## src/rtl/ps2_receptor_if.sv

```systemverilog
// PS/2 receiver port bundle: raw PS/2 lines and rx_en in, received byte and status pulses out.
// state_dbg mirrors the receiver FSM state (0 IDLE, 1 RX, 2 CHECK).
interface ps2_receptor_if;
    logic       ps2c;
    logic       ps2d;
    logic       rx_en;
    logic [7:0] dout;
    logic       rx_done_tick;
    logic       frame_err;
    logic [1:0] state_dbg;

    // Handshake: rx_done_tick is a one-cycle strobe with no ready; dout is valid
    // during the strobe and holds until the next good frame or reset.
    modport master (
        output ps2c, ps2d, rx_en,
        input  dout, rx_done_tick, frame_err, state_dbg
    );

    modport slave (
        input  ps2c, ps2d, rx_en,
        output dout, rx_done_tick, frame_err, state_dbg
    );
endinterface

```

## src/rtl/ps2_receptor.sv

```systemverilog
// PS/2 device-to-host frame receiver with clock glitch filter, frame timeout and stop/parity check.
// Optional odd-parity enforcement is compiled in with the PS2_PARITY_CHECK_EN macro.
module ps2_receptor #(
    parameter int FILTER_LEN  = 8,
    parameter int TIMEOUT_CYC = 5000
) (
    input  logic          clk,
    input  logic          rst,
    ps2_receptor_if.slave bus
);
    localparam int TW = $clog2(TIMEOUT_CYC + 1);

    typedef enum logic [1:0] {
        IDLE  = 2'd0,
        RX    = 2'd1,
        CHECK = 2'd2
    } state_t;

    state_t                state_q, state_d;
    logic                  ps2c_meta_q, ps2c_sync_q;
    logic                  ps2d_meta_q, ps2d_sync_q;
    logic [FILTER_LEN-1:0] filter_q, filter_d;
    logic                  fclk_q, fclk_d;
    logic                  fall;
    logic [3:0]            cnt_q, cnt_d;
    logic [TW-1:0]         timer_q, timer_d;
    logic [9:0]            shreg_q, shreg_d;
    logic [7:0]            dout_q, dout_d;
    logic                  done_q, done_d;
    logic                  ferr_q, ferr_d;
    logic [9:0]            frame_w;
    logic                  frame_ok;
    logic                  unused_bits;

    always_ff @(posedge clk) begin
        if (rst) begin
            ps2c_meta_q <= 1'b1;
            ps2c_sync_q <= 1'b1;
            ps2d_meta_q <= 1'b1;
            ps2d_sync_q <= 1'b1;
        end else begin
            ps2c_meta_q <= bus.ps2c;
            ps2c_sync_q <= ps2c_meta_q;
            ps2d_meta_q <= bus.ps2d;
            ps2d_sync_q <= ps2d_meta_q;
        end
    end

    // Filtered clock only moves once FILTER_LEN identical samples agree.
    always_comb begin
        filter_d = {ps2c_sync_q, filter_q[FILTER_LEN-1:1]};
        fclk_d   = fclk_q;
        if (&filter_d) begin
            fclk_d = 1'b1;
        end else if (~|filter_d) begin
            fclk_d = 1'b0;
        end
    end

    assign fall = fclk_q & ~fclk_d;

    // Frame as it will look once the bit on ps2d now is shifted in.
    assign frame_w = {ps2d_sync_q, shreg_q[9:1]};

`ifdef PS2_PARITY_CHECK_EN
    assign frame_ok    = frame_w[9] & (^frame_w[8:0]);
    assign unused_bits = shreg_q[0];
`else
    assign frame_ok    = frame_w[9];
    assign unused_bits = shreg_q[0] ^ frame_w[8];
`endif

    // The verdict is taken on the stop-bit fall and registered, so dout and the
    // strobes are presented during the single CHECK cycle.
    always_comb begin
        state_d = state_q;
        cnt_d   = cnt_q;
        timer_d = timer_q;
        shreg_d = shreg_q;
        dout_d  = dout_q;
        done_d  = 1'b0;
        ferr_d  = 1'b0;
        unique case (state_q)
            IDLE: begin
                if (fall && !ps2d_sync_q && bus.rx_en) begin
                    state_d = RX;
                    cnt_d   = 4'd10;
                    timer_d = '0;
                end
            end
            RX: begin
                if (fall) begin
                    shreg_d = frame_w;
                    cnt_d   = cnt_q - 4'd1;
                    timer_d = '0;
                    if (cnt_q == 4'd1) begin
                        state_d = CHECK;
                        if (frame_ok) begin
                            dout_d = frame_w[7:0];
                            done_d = 1'b1;
                        end else begin
                            ferr_d = 1'b1;
                        end
                    end
                end else if (timer_q == TW'(TIMEOUT_CYC - 1)) begin
                    state_d = IDLE;
                    timer_d = '0;
                    ferr_d  = 1'b1;
                end else begin
                    timer_d = timer_q + TW'(1);
                end
            end
            CHECK: begin
                state_d = IDLE;
            end
            default: begin
                state_d = IDLE;
            end
        endcase
    end

    always_ff @(posedge clk) begin
        if (rst) begin
            state_q  <= IDLE;
            filter_q <= '1;
            fclk_q   <= 1'b1;
            cnt_q    <= '0;
            timer_q  <= '0;
            shreg_q  <= '0;
            dout_q   <= 8'h00;
            done_q   <= 1'b0;
            ferr_q   <= 1'b0;
        end else begin
            state_q  <= state_d;
            filter_q <= filter_d;
            fclk_q   <= fclk_d;
            cnt_q    <= cnt_d;
            timer_q  <= timer_d;
            shreg_q  <= shreg_d;
            dout_q   <= dout_d;
            done_q   <= done_d;
            ferr_q   <= ferr_d;
        end
    end

    assign bus.dout         = dout_q;
    assign bus.rx_done_tick = done_q;
    assign bus.frame_err    = ferr_q;
    assign bus.state_dbg    = state_q;
endmodule

```

## src/flat_wrapper.sv

```systemverilog
// flat-port wrapper written by rule: the top's interface ports become plain ports
module ps2_receptor_flat 
#(
    parameter int FILTER_LEN  = 8,
    parameter int TIMEOUT_CYC = 5000
)
  (clk, rst, bus_ps2c, bus_ps2d, bus_rx_en, bus_dout, bus_rx_done_tick, bus_frame_err, bus_state_dbg);
  ps2_receptor_if bus_i ();
  input  logic clk;
  input  logic rst;
  input wire logic [$bits(bus_i.ps2c)-1:0] bus_ps2c;
  input wire logic [$bits(bus_i.ps2d)-1:0] bus_ps2d;
  input wire logic [$bits(bus_i.rx_en)-1:0] bus_rx_en;
  output wire logic [$bits(bus_i.dout)-1:0] bus_dout;
  output wire logic [$bits(bus_i.rx_done_tick)-1:0] bus_rx_done_tick;
  output wire logic [$bits(bus_i.frame_err)-1:0] bus_frame_err;
  output wire logic [$bits(bus_i.state_dbg)-1:0] bus_state_dbg;
  assign bus_i.ps2c = bus_ps2c;
  assign bus_i.ps2d = bus_ps2d;
  assign bus_i.rx_en = bus_rx_en;
  assign bus_dout = bus_i.dout;
  assign bus_rx_done_tick = bus_i.rx_done_tick;
  assign bus_frame_err = bus_i.frame_err;
  assign bus_state_dbg = bus_i.state_dbg;
  ps2_receptor #(.FILTER_LEN(FILTER_LEN), .TIMEOUT_CYC(TIMEOUT_CYC)) u_core (.clk(clk), .rst(rst), .bus(bus_i));
endmodule
```

## config.mk

```make
export PLATFORM = sky130hd
export DESIGN_NAME = ps2_receptor_flat
export DESIGN_NICKNAME = d
export VERILOG_FILES = /design/src/rtl/ps2_receptor_if.sv /design/src/rtl/ps2_receptor.sv /design/src/flat_wrapper.sv
export SDC_FILE = /design/constraint.sdc
export NUM_CORES = 1
export LEC_CHECK = 0
export ABC_AREA = 1
export BUFFER_PORTS_ARGS = -buffer_cell sky130_fd_sc_hd__buf_2
export CORE_ASPECT_RATIO = 1.4
export CORE_MARGIN = 1
export CORE_UTILIZATION = 45
export DETAILED_ROUTE_END_ITERATION = 6
export SYNTH_ARGS = -nofsm -noshare
export SYNTH_HDL_FRONTEND = slang
export SYNTH_SLANG_ARGS = --single-unit
```

## constraint.sdc

```tcl
create_clock -name clk -period 2.4 [get_ports clk]
set_input_delay 0.48 -clock clk [delete_from_list [all_inputs] [get_ports clk]]
set_output_delay 0.48 -clock clk [all_outputs]
set_load 0.05 [all_outputs]
```

# Yosys cells after proc, flatten, opt, wreduce, memory -nomap -nowiden
# Cells that the tools add are included.
[totals]
inputBits = 5
output_inout_bits = 12
ff_bits = 52
elab_cells = 60
[op_classes]
reduce_logical = 14
add_sub_neg = 2
bitwise = 5
mux = 19
n_eq_ne = 7
[ops]
columns = ["op", "n"]
rows = [
  ["$mux W13", 3],
  ["$pmux W13 S2", 1],
  ["$add A13 B1 Y13 const B", 1],
  ["$eq A13 B13 Y1 const B", 1],
  ["$mux W2", 4],
  ["$mux W4", 2],
  ["$pmux W4 S2", 1],
  ["$reduce_and A8 Y1", 1],
  ["$reduce_or A8 Y1", 1],
  ["$mux W1", 7],
  ["$reduce_and A3 Y1", 2],
  ["$eq A4 B1 Y1 const B", 1],
  ["$ne A2 B1 Y1 const B", 2],
  ["$not A1 Y1", 4],
  ["$pmux W2 S2", 1],
  ["$reduce_and A2 Y1", 2],
  ["$reduce_and A4 Y1", 1],
  ["$reduce_or A4 Y1", 1],
  ["$sub A4 B1 Y4 const B", 1],
  ["$ne A3 B1 Y1 const B", 1],
  ["$ne A3 B3 Y1 const B", 1],
  ["$eq A2 B1 Y1 const B", 1],
  ["$logic_and A1 B1 Y1", 2],
  ["$logic_not A2 Y1", 1],
  ["other kinds (4)", 4],
]

# Longest topological paths before layout
# Gate-level depths: netlist of run 1.
[logic_depth]
word_depth = 9
depth_mapped = 11

# Least setup slack after synthesis of run 1
# No wires, ideal clock.
[synth_timing]
path_kind = "register -> register"
start = "register u_core.state_q[0], in the netlist u_core.bus.state_dbg[0]"
end = "register u_core.timer_q[11]"
setup_time_ps = 64
n_path_buf = 1
stages_incl_launch_ff = 10
setup_slack_ps = 632
t_arrival_ps = 1704
t_required_ps = 2336
cell_sequence = "dfxtp_1 -> inv_1 -> nor2_4 -> inv_2 -> clkbuf_1 -> nor3_2 -> nand2_1 -> nand2_1 -> nand2_1 -> nor2_1"
[synth_via]
elab_chain_len = 3
word_cells_on_any_way = 6
[synth_lines]
columns = ["element", "line_no", "text"]
rows = [
  ["start: declaration", "ps2_receptor.sv:19", "state_t state_q, state_d;"],
  ["start signal: assignment", "ps2_receptor.sv:134", "state_q <= state_d;"],
  ["$logic_not A2 Y1 / $eq A2 B1 Y1 (equally long branches)", "ps2_receptor.sv:83", "unique case (state_q)"],
  ["$ne A2 B1 Y1 (no line) / $reduce_bool A2 Y1 (equally long branches)", "-", ""],
  ["$reduce_and A2 Y1 (no line)", "-", ""],
  ["end signal: assignment", "ps2_receptor.sv:138", "timer_q <= timer_d;"],
  ["end: declaration", "ps2_receptor.sv:26", "logic [TW-1:0] timer_q, timer_d;"],
]
# Several ways; a longest one is shown, not always the timed one.
# A chain may end at the register's enable or synchronous reset.

# Final worst setup path of run 1
[layout_timing]
start = "register u_core.ps2c_sync_q"
end = "register u_core.dout_q[7], in the netlist u_core.bus.dout[7]"
[layout_via]
elab_chain_len = 6
word_cells_on_any_way = 7
[layout_lines]
columns = ["element", "line_no", "text"]
rows = [
  ["start: declaration", "ps2_receptor.sv:20", "logic ps2c_meta_q, ps2c_sync_q;"],
  ["start signal: assignment", "ps2_receptor.sv:43", "ps2c_sync_q <= ps2c_meta_q;"],
  ["$reduce_or A8 Y1", "ps2_receptor.sv:55", "end else if (~|filter_d) begin"],
  ["$mux W1", "ps2_receptor.sv:55", ""],
  ["$mux W1 *", "ps2_receptor.sv:53", "if (&filter_d) begin"],
  ["$not A1 Y1 *", "ps2_receptor.sv:60", "assign fall = fclk_q & ~fclk_d;"],
  ["$and A1 B1 Y1 *", "ps2_receptor.sv:60", ""],
  ["$reduce_and A4 Y1 (no line) *", "-", ""],
  ["end signal: assignment", "ps2_receptor.sv:140", "dout_q <= dout_d;"],
  ["end: declaration", "ps2_receptor.sv:28", "logic [7:0] dout_q, dout_d;"],
]
# Every way passes the cells marked *; elsewhere a longest branch is shown, timed or not.

==> run summary, run 1 <==
Leak pwr = 0.9515 nW
Arrival time worst endpoint = 2130 ps
FF+latch count, synth = 50
Largest net degree at the start of global routing = 27
Wire per inst = 11.60 µm
Startpoint types = register
Final nets = 304
Design area = 0.002419 mm²
DR vias = 1784
Placed Cells = 353
# diodes = 0
Hold path cells = 2
Worst Hold Path EP = u_core.ps2d_meta_q
Post-synthesis sequential area ratio = 44.84%
RSZ-0062 raised after global routing = no
CORE AREA = 0.004805 mm²
Post CTS Setup Buffer Count = 0
Antenna violations before repair = 0
Area growth from synthesis to layout = 8.352%
Final hold violations = 0
Hold path startpoint = bus_ps2d
Worst-margin pin slew = 695.1 ps
Synthesized cell area = 0.002232 mm²
Power per cell area = 597.0 mW/mm²
Max-cap check violation count = 0
Global-route wire length before repair = 7355 µm
Clk root buf = clkbuf_8
Post-synth ARST share = 0%
Top cells by count, synth = 50 x dfxtp_1, 38 x nand2_1, 36 x nor2_1
Register clock-pin slew on the reported worst setup and hold paths = 90 ps
Mapped Nets = 291
Reg2Reg Depth = 9
Clk_skew = 8.545 ps
Status = finished, final reports clean
FP Rows = 30
Synth top area cells = dfxtp_1 45%, nand2_1 6.4%, nor2_1 6.1%, a21oi_1 5.6%, o21ai_0 4.7%
Met2 WL = 1979 µm
DR pass1 iterations = 4
Clock buffer depth = 2
Number of flops mapped to enable cells by yosys = 0
Hold Buf Count CTS = 0
RD Place Congestion = 0.8844
Capture point of the worst reg-to-reg path = u_core.bus.dout[7]
Placed inst area = 0.002308 mm²
Period minus WS final = 1892 ps
Setup_tns = 0 ps
Total track usage = 18.34%
CTS tree = done
Met3 WL = 107 µm
First DRT Iteration DRCs = 47
Antenna viol nets, final = 0
Primary FF master, synth = dfxtp_1
Die area = 0.005250 mm²
Die X = 61.53 µm
Critical path class = reg -> reg
Critical path peak fanout = 20
Final setup fails = 0
Die Ht = 85.33 µm
Total gr overflow = 0
Top Ports = 17
I/O Buffers = 16
Non-filler cells, final = 361
YS warnings = 0
DRC violations left = 0
Cts repair resizes = 0
Hold Path Class = in -> reg
# clock sinks = 50
Top-count cell post-synth = dfxtp_1
Total routed wirelength = 4189 µm
Crit share post-route = 78.85%
Clock Latency Late Sink = 300 ps
Initial core utilization = 46.46%
Relative slew slack = 53.61%
H-Tree Depth = 2
Share of cells above drive strength 1 = 17.17%
Area share of the largest cell type after synthesis = 44.84%
Top sig layer = met4
Dpl hpwl = 3052 µm
Library cells used by synthesis = 33
Worst setup EP type = register
Final Power = 1.444 mW
Number of global-route vias before repair = 1752
Met1 Routed Length = 1956 µm
CTS Buf Count = 5
Setup WS pre-CTS = 495.5 ps
Flop-to-flop setup slack = 510 ps
Final worst slack = 507.7 ps
Vias per inst = 4.942
Max IR drop VDD = 0.4189 mV
Synthesized instance count = 283
Mean Syn Cell Area = 7.887 µm²
Slew Viols, Final = 0
Maximum clock frequency = 0.5284 GHz
CP required = 2630 ps
Crit Reg-Reg Startpoint = u_core.ps2c_sync_q
Number of fill cells = 520
Leading area contributor after synthesis = dfxtp_1
-- cells by family (layout without fill, tap and decap cells) --
family | after synthesis | count (layout) | share of synthesized area (%)
compound gates | 57 | 57 | 13.85
xor+xnor | 5 | 5 | 1.962
fa+ha+maj | 3 | 3 | 1.682
buf+inv | 38 | 52 | 8.576
flops | 50 | 50 | 44.84
simple gates | 130 | 130 | 29.09
-- power by group --
part           total, mW  internal (mW)  switching [mW]
sequential         0.835          0.833         0.00219
clock              0.583          0.311           0.272
combinational     0.0261        0.00847          0.0176
total               1.44           1.15           0.291
-- per-layer routing --
metal	global-route usage [%]	up-vias
li1	-	948
met3	3.659	13
met4	8.889	0
met2	29.42	28
met1	22.76	795
met5	0	-
-- final cells by class --
type,count,area (µm²),area share (%)
clock inverter,2,37.54,1.552
clock buffer,6,72.57,3.001
inverter,28,107.6,4.449
multi-input combinational,195,1040,42.99
sequential,50,1001,41.39
tap,64,80.08,3.311
timing repair buffer,16,80.08,3.311
-- how the worst max path moves through the flow --
stage,startpoint,to,cells past startpoint
3_3_place_gp,u_core.ps2c_sync_q,u_core.bus.dout[1],9
3_5_place_dp,u_core.ps2c_sync_q,u_core.bus.dout[7],9
5_1_grt,u_core.ps2c_sync_q,u_core.timer_q[3],10
2_1_floorplan,u_core.bus.state_dbg[0],u_core.timer_q[11],9
6_report,u_core.ps2c_sync_q,u_core.bus.dout[7],9
4_1_cts,u_core.ps2c_sync_q,u_core.bus.dout[7],9
-- sequential cells by signal (all words and copies together), names as in the netlist, 2 cells and up --
register and flops:
u_core.bus.state_dbg 2, u_core.filter_q 7, u_core.bus.dout 8, u_core.shreg_q 9
u_core.cnt_q 4, u_core.timer_q 13
-- placed cells by master (no fill, tap or decap), types with 2 or more instances in the layout --
cell	netlist	final
nand4_1	4	4
o21a_1	2	2
inv_1	26	26
o21ai_1	3	3
dfxtp_1	50	50
a21oi_1	25	25
nand2_1	38	38
xor2_1	5	5
nand3_1	20	20
nor2_2	2	2
a21oi_2	3	3
buf_2	0	16
or2_2	11	11
clkbuf_8	0	5
nor2_1	36	36
nor3_1	6	6
nor2_4	3	3
ha_1	3	3
o21ai_0	21	21
nor4_1	3	3
-- worst max-delay path, stage by stage (launching register included) --
cell,delay [ps]
dfxtp_1,330
nor2_1,100
nand2_1,100
nor2_4,130
nand3_4,140
nor2_4,380
inv_4,150
nor2_8,220
o21ai_0,110
a21oi_1,150
-- metrics by stage --
stage | utilization [%] | hold WS [ps]
floorplan | - | 389.5
global placement | 48.05 | 390.6
detailed placement | 48.05 | 397.5
CTS | 50.34 | 353.4
global route | 50.34 | 350.2
finish | 50.34 | 356.7
No activity file was read; power rests on OpenSTA's default activity.
==> run 2, diff against run 1 <==
==> constraint.sdc (replaced) <==
create_clock -name clk -period 1.9 [get_ports clk]
set_input_delay 0.38 -clock clk [delete_from_list [all_inputs] [get_ports clk]]
set_output_delay 0.38 -clock clk [all_outputs]
set_load 0.05 [all_outputs]
==> run summary, run 2 (synthesis results as in run 1) <==
First DRT Iteration DRCs = 116
Cts repair resizes = 0
FP Rows = 30
CTS Buf Count = 5
H-Tree Depth = 2
Critical path class = reg -> reg
Power per cell area = 677.4 mW/mm²
Sw Pwr = 0.3417 mW
Total routed wirelength = 4392 µm
Clock buffer depth = 2
Period minus WS final = 1704 ps
# diodes = 0
Hold Path Class = in -> reg
RD Place Congestion = 0.8500
Initial core utilization = 46.46%
Maximum clock frequency = 0.5869 GHz
Status = finished, final reports clean
RSZ-0062 raised after global routing = no
DR pass1 iterations = 4
Vias per inst = 4.935
Share of cells above drive strength 1 = 19.02%
Leak pwr = 0.9849 nW
Arrival time worst endpoint = 1890 ps
Top Ports = 17
Seq pwr share = 63.5%
DR vias = 1821
Clk_skew = 7.470 ps
Worst-margin pin slew = 330.7 ps
Max IR drop VDD = 0.5209 mV
Finished Core Util = 51.04%
Comb pwr share = 2.2%
Setup_tns = 0 ps
Final nets = 313
Relative slew slack = 77.83%
Multi-input combinational cell area = 0.001040 mm²
CORE AREA = 0.004805 mm²
Slew Viols, Final = 0
Most common cell after layout, fill and taps aside = dfxtp_1
Critical path peak fanout = 13
Number of global-route vias before repair = 1626
Number of fill cells = 514
P_int = 1.320 mW
# clock sinks = 50
Design area = 0.002452 mm²
Crit share post-route = 89.68%
Most frequent cells in the layout = 50 x dfxtp_1, 38 x nand2_1, 36 x nor2_1
Largest net degree at the start of global routing = 26
Wire per inst = 11.90 µm
Dpl hpwl = 3092 µm
Sw frac = 20.57%
Total gr overflow = 0
Final setup fails = 0
Clock network power share = 34.3%
Max-cap check violation count = 0
Antenna viol nets, final = 0
Final hold violations = 0
Register clock-pin slew on the reported worst setup and hold paths = 80 ps
I/O Buffers = 16
Die Ht = 85.33 µm
Register area = 0.001001 mm²
Biggest register = u_core.timer_q
Area growth from synthesis to layout = 9.865%
Worst setup EP type = register
DRC violations left = 0
Global-route wire length before repair = 7196 µm
Die X = 61.53 µm
Placed inst area = 0.002361 mm²
Final Power = 1.661 mW
Startpoint types = register
CP required = 2090 ps
Total track usage = 18.38%
Die area = 0.005250 mm²
Antenna violations before repair = 0
Clock Latency Late Sink = 290 ps
Number of flip-flops in the largest register = 13
CTS tree = done
Clk root buf = clkbuf_8
[run 2: path summary, 6_finish.rpt]
kind	from	endpoint	slack, ps	cells past startpoint
setup / recovery	u_core.filter_q[2]	u_core.bus.dout[4]	200	9
hold / removal	bus_ps2c	u_core.ps2c_meta_q	270	2
setup reg to reg	u_core.filter_q[2]	u_core.bus.dout[4]	200	9
hold reg to reg	u_core.ps2d_meta_q	u_core.frame_ok	410	1
[run 2: through the flow]
stage / setup WS, ps / hold slack, ps / cells
global placement: 207.1 / 392.2 / 360
global route: 23.09 / 264.1 / 369
detailed placement: 213.4 / 397.0 / 360
finish: 196.1 / 270.2 / 369
CTS: 184.1 / 258.7 / 367
floorplan: 131.9 / 389.5 / 283
[run 2: power groups by stage]
| stage | clock, mW | combinational, mW | sequential (mW) |
|---|---|---|---|
| floorplan | 0 | 0.0232 | 1.08 |
| global placement | 0 | 0.0367 | 1.08 |
| detailed placement | 0 | 0.0368 | 1.08 |
| CTS | 0.600 | 0.0368 | 1.05 |
| global route | 0.634 | 0.0411 | 1.06 |
| finish | 0.570 | 0.0365 | 1.05 |
[run 2: area by class of cell]
class	instances	area share, %
multi-input cells	195	42.40
flip-flops and latches	50	40.82
repair buffers	25	6.020
inverters	28	4.388
well taps	64	3.265
clock buffers	7	3.112
[run 2: routing by layer]
| metal | vias to the layer above | GRT usage, % | routed length (µm) |
|---|---|---|---|
| li1 | 967 | - | - |
| met1 | 832 | 22.88 | 2086 |
| met2 | 20 | 29.91 | 2162 |
| met3 | 2 | 3.811 | 100 |
| met4 | 0 | 7.677 | 42 |
| met5 | - | 0 | 0 |
[run 2: what timing repair did]
item	in CTS	in global routing
setup buffers	0	2
hold endpoints to repair	0	0
endpoints found under the setup margin	0	3
hold buffers	0	0
[run 2: critical path: stages (launching register included)]
cell and delay, ps:
dfxtp_1 330, nor2_1 100, nand2_1 100, nor2_4 130, nand3_4 150, nor2_4 250, inv_4 120, nor2_8 220
buf_4 150, a21oi_2 40
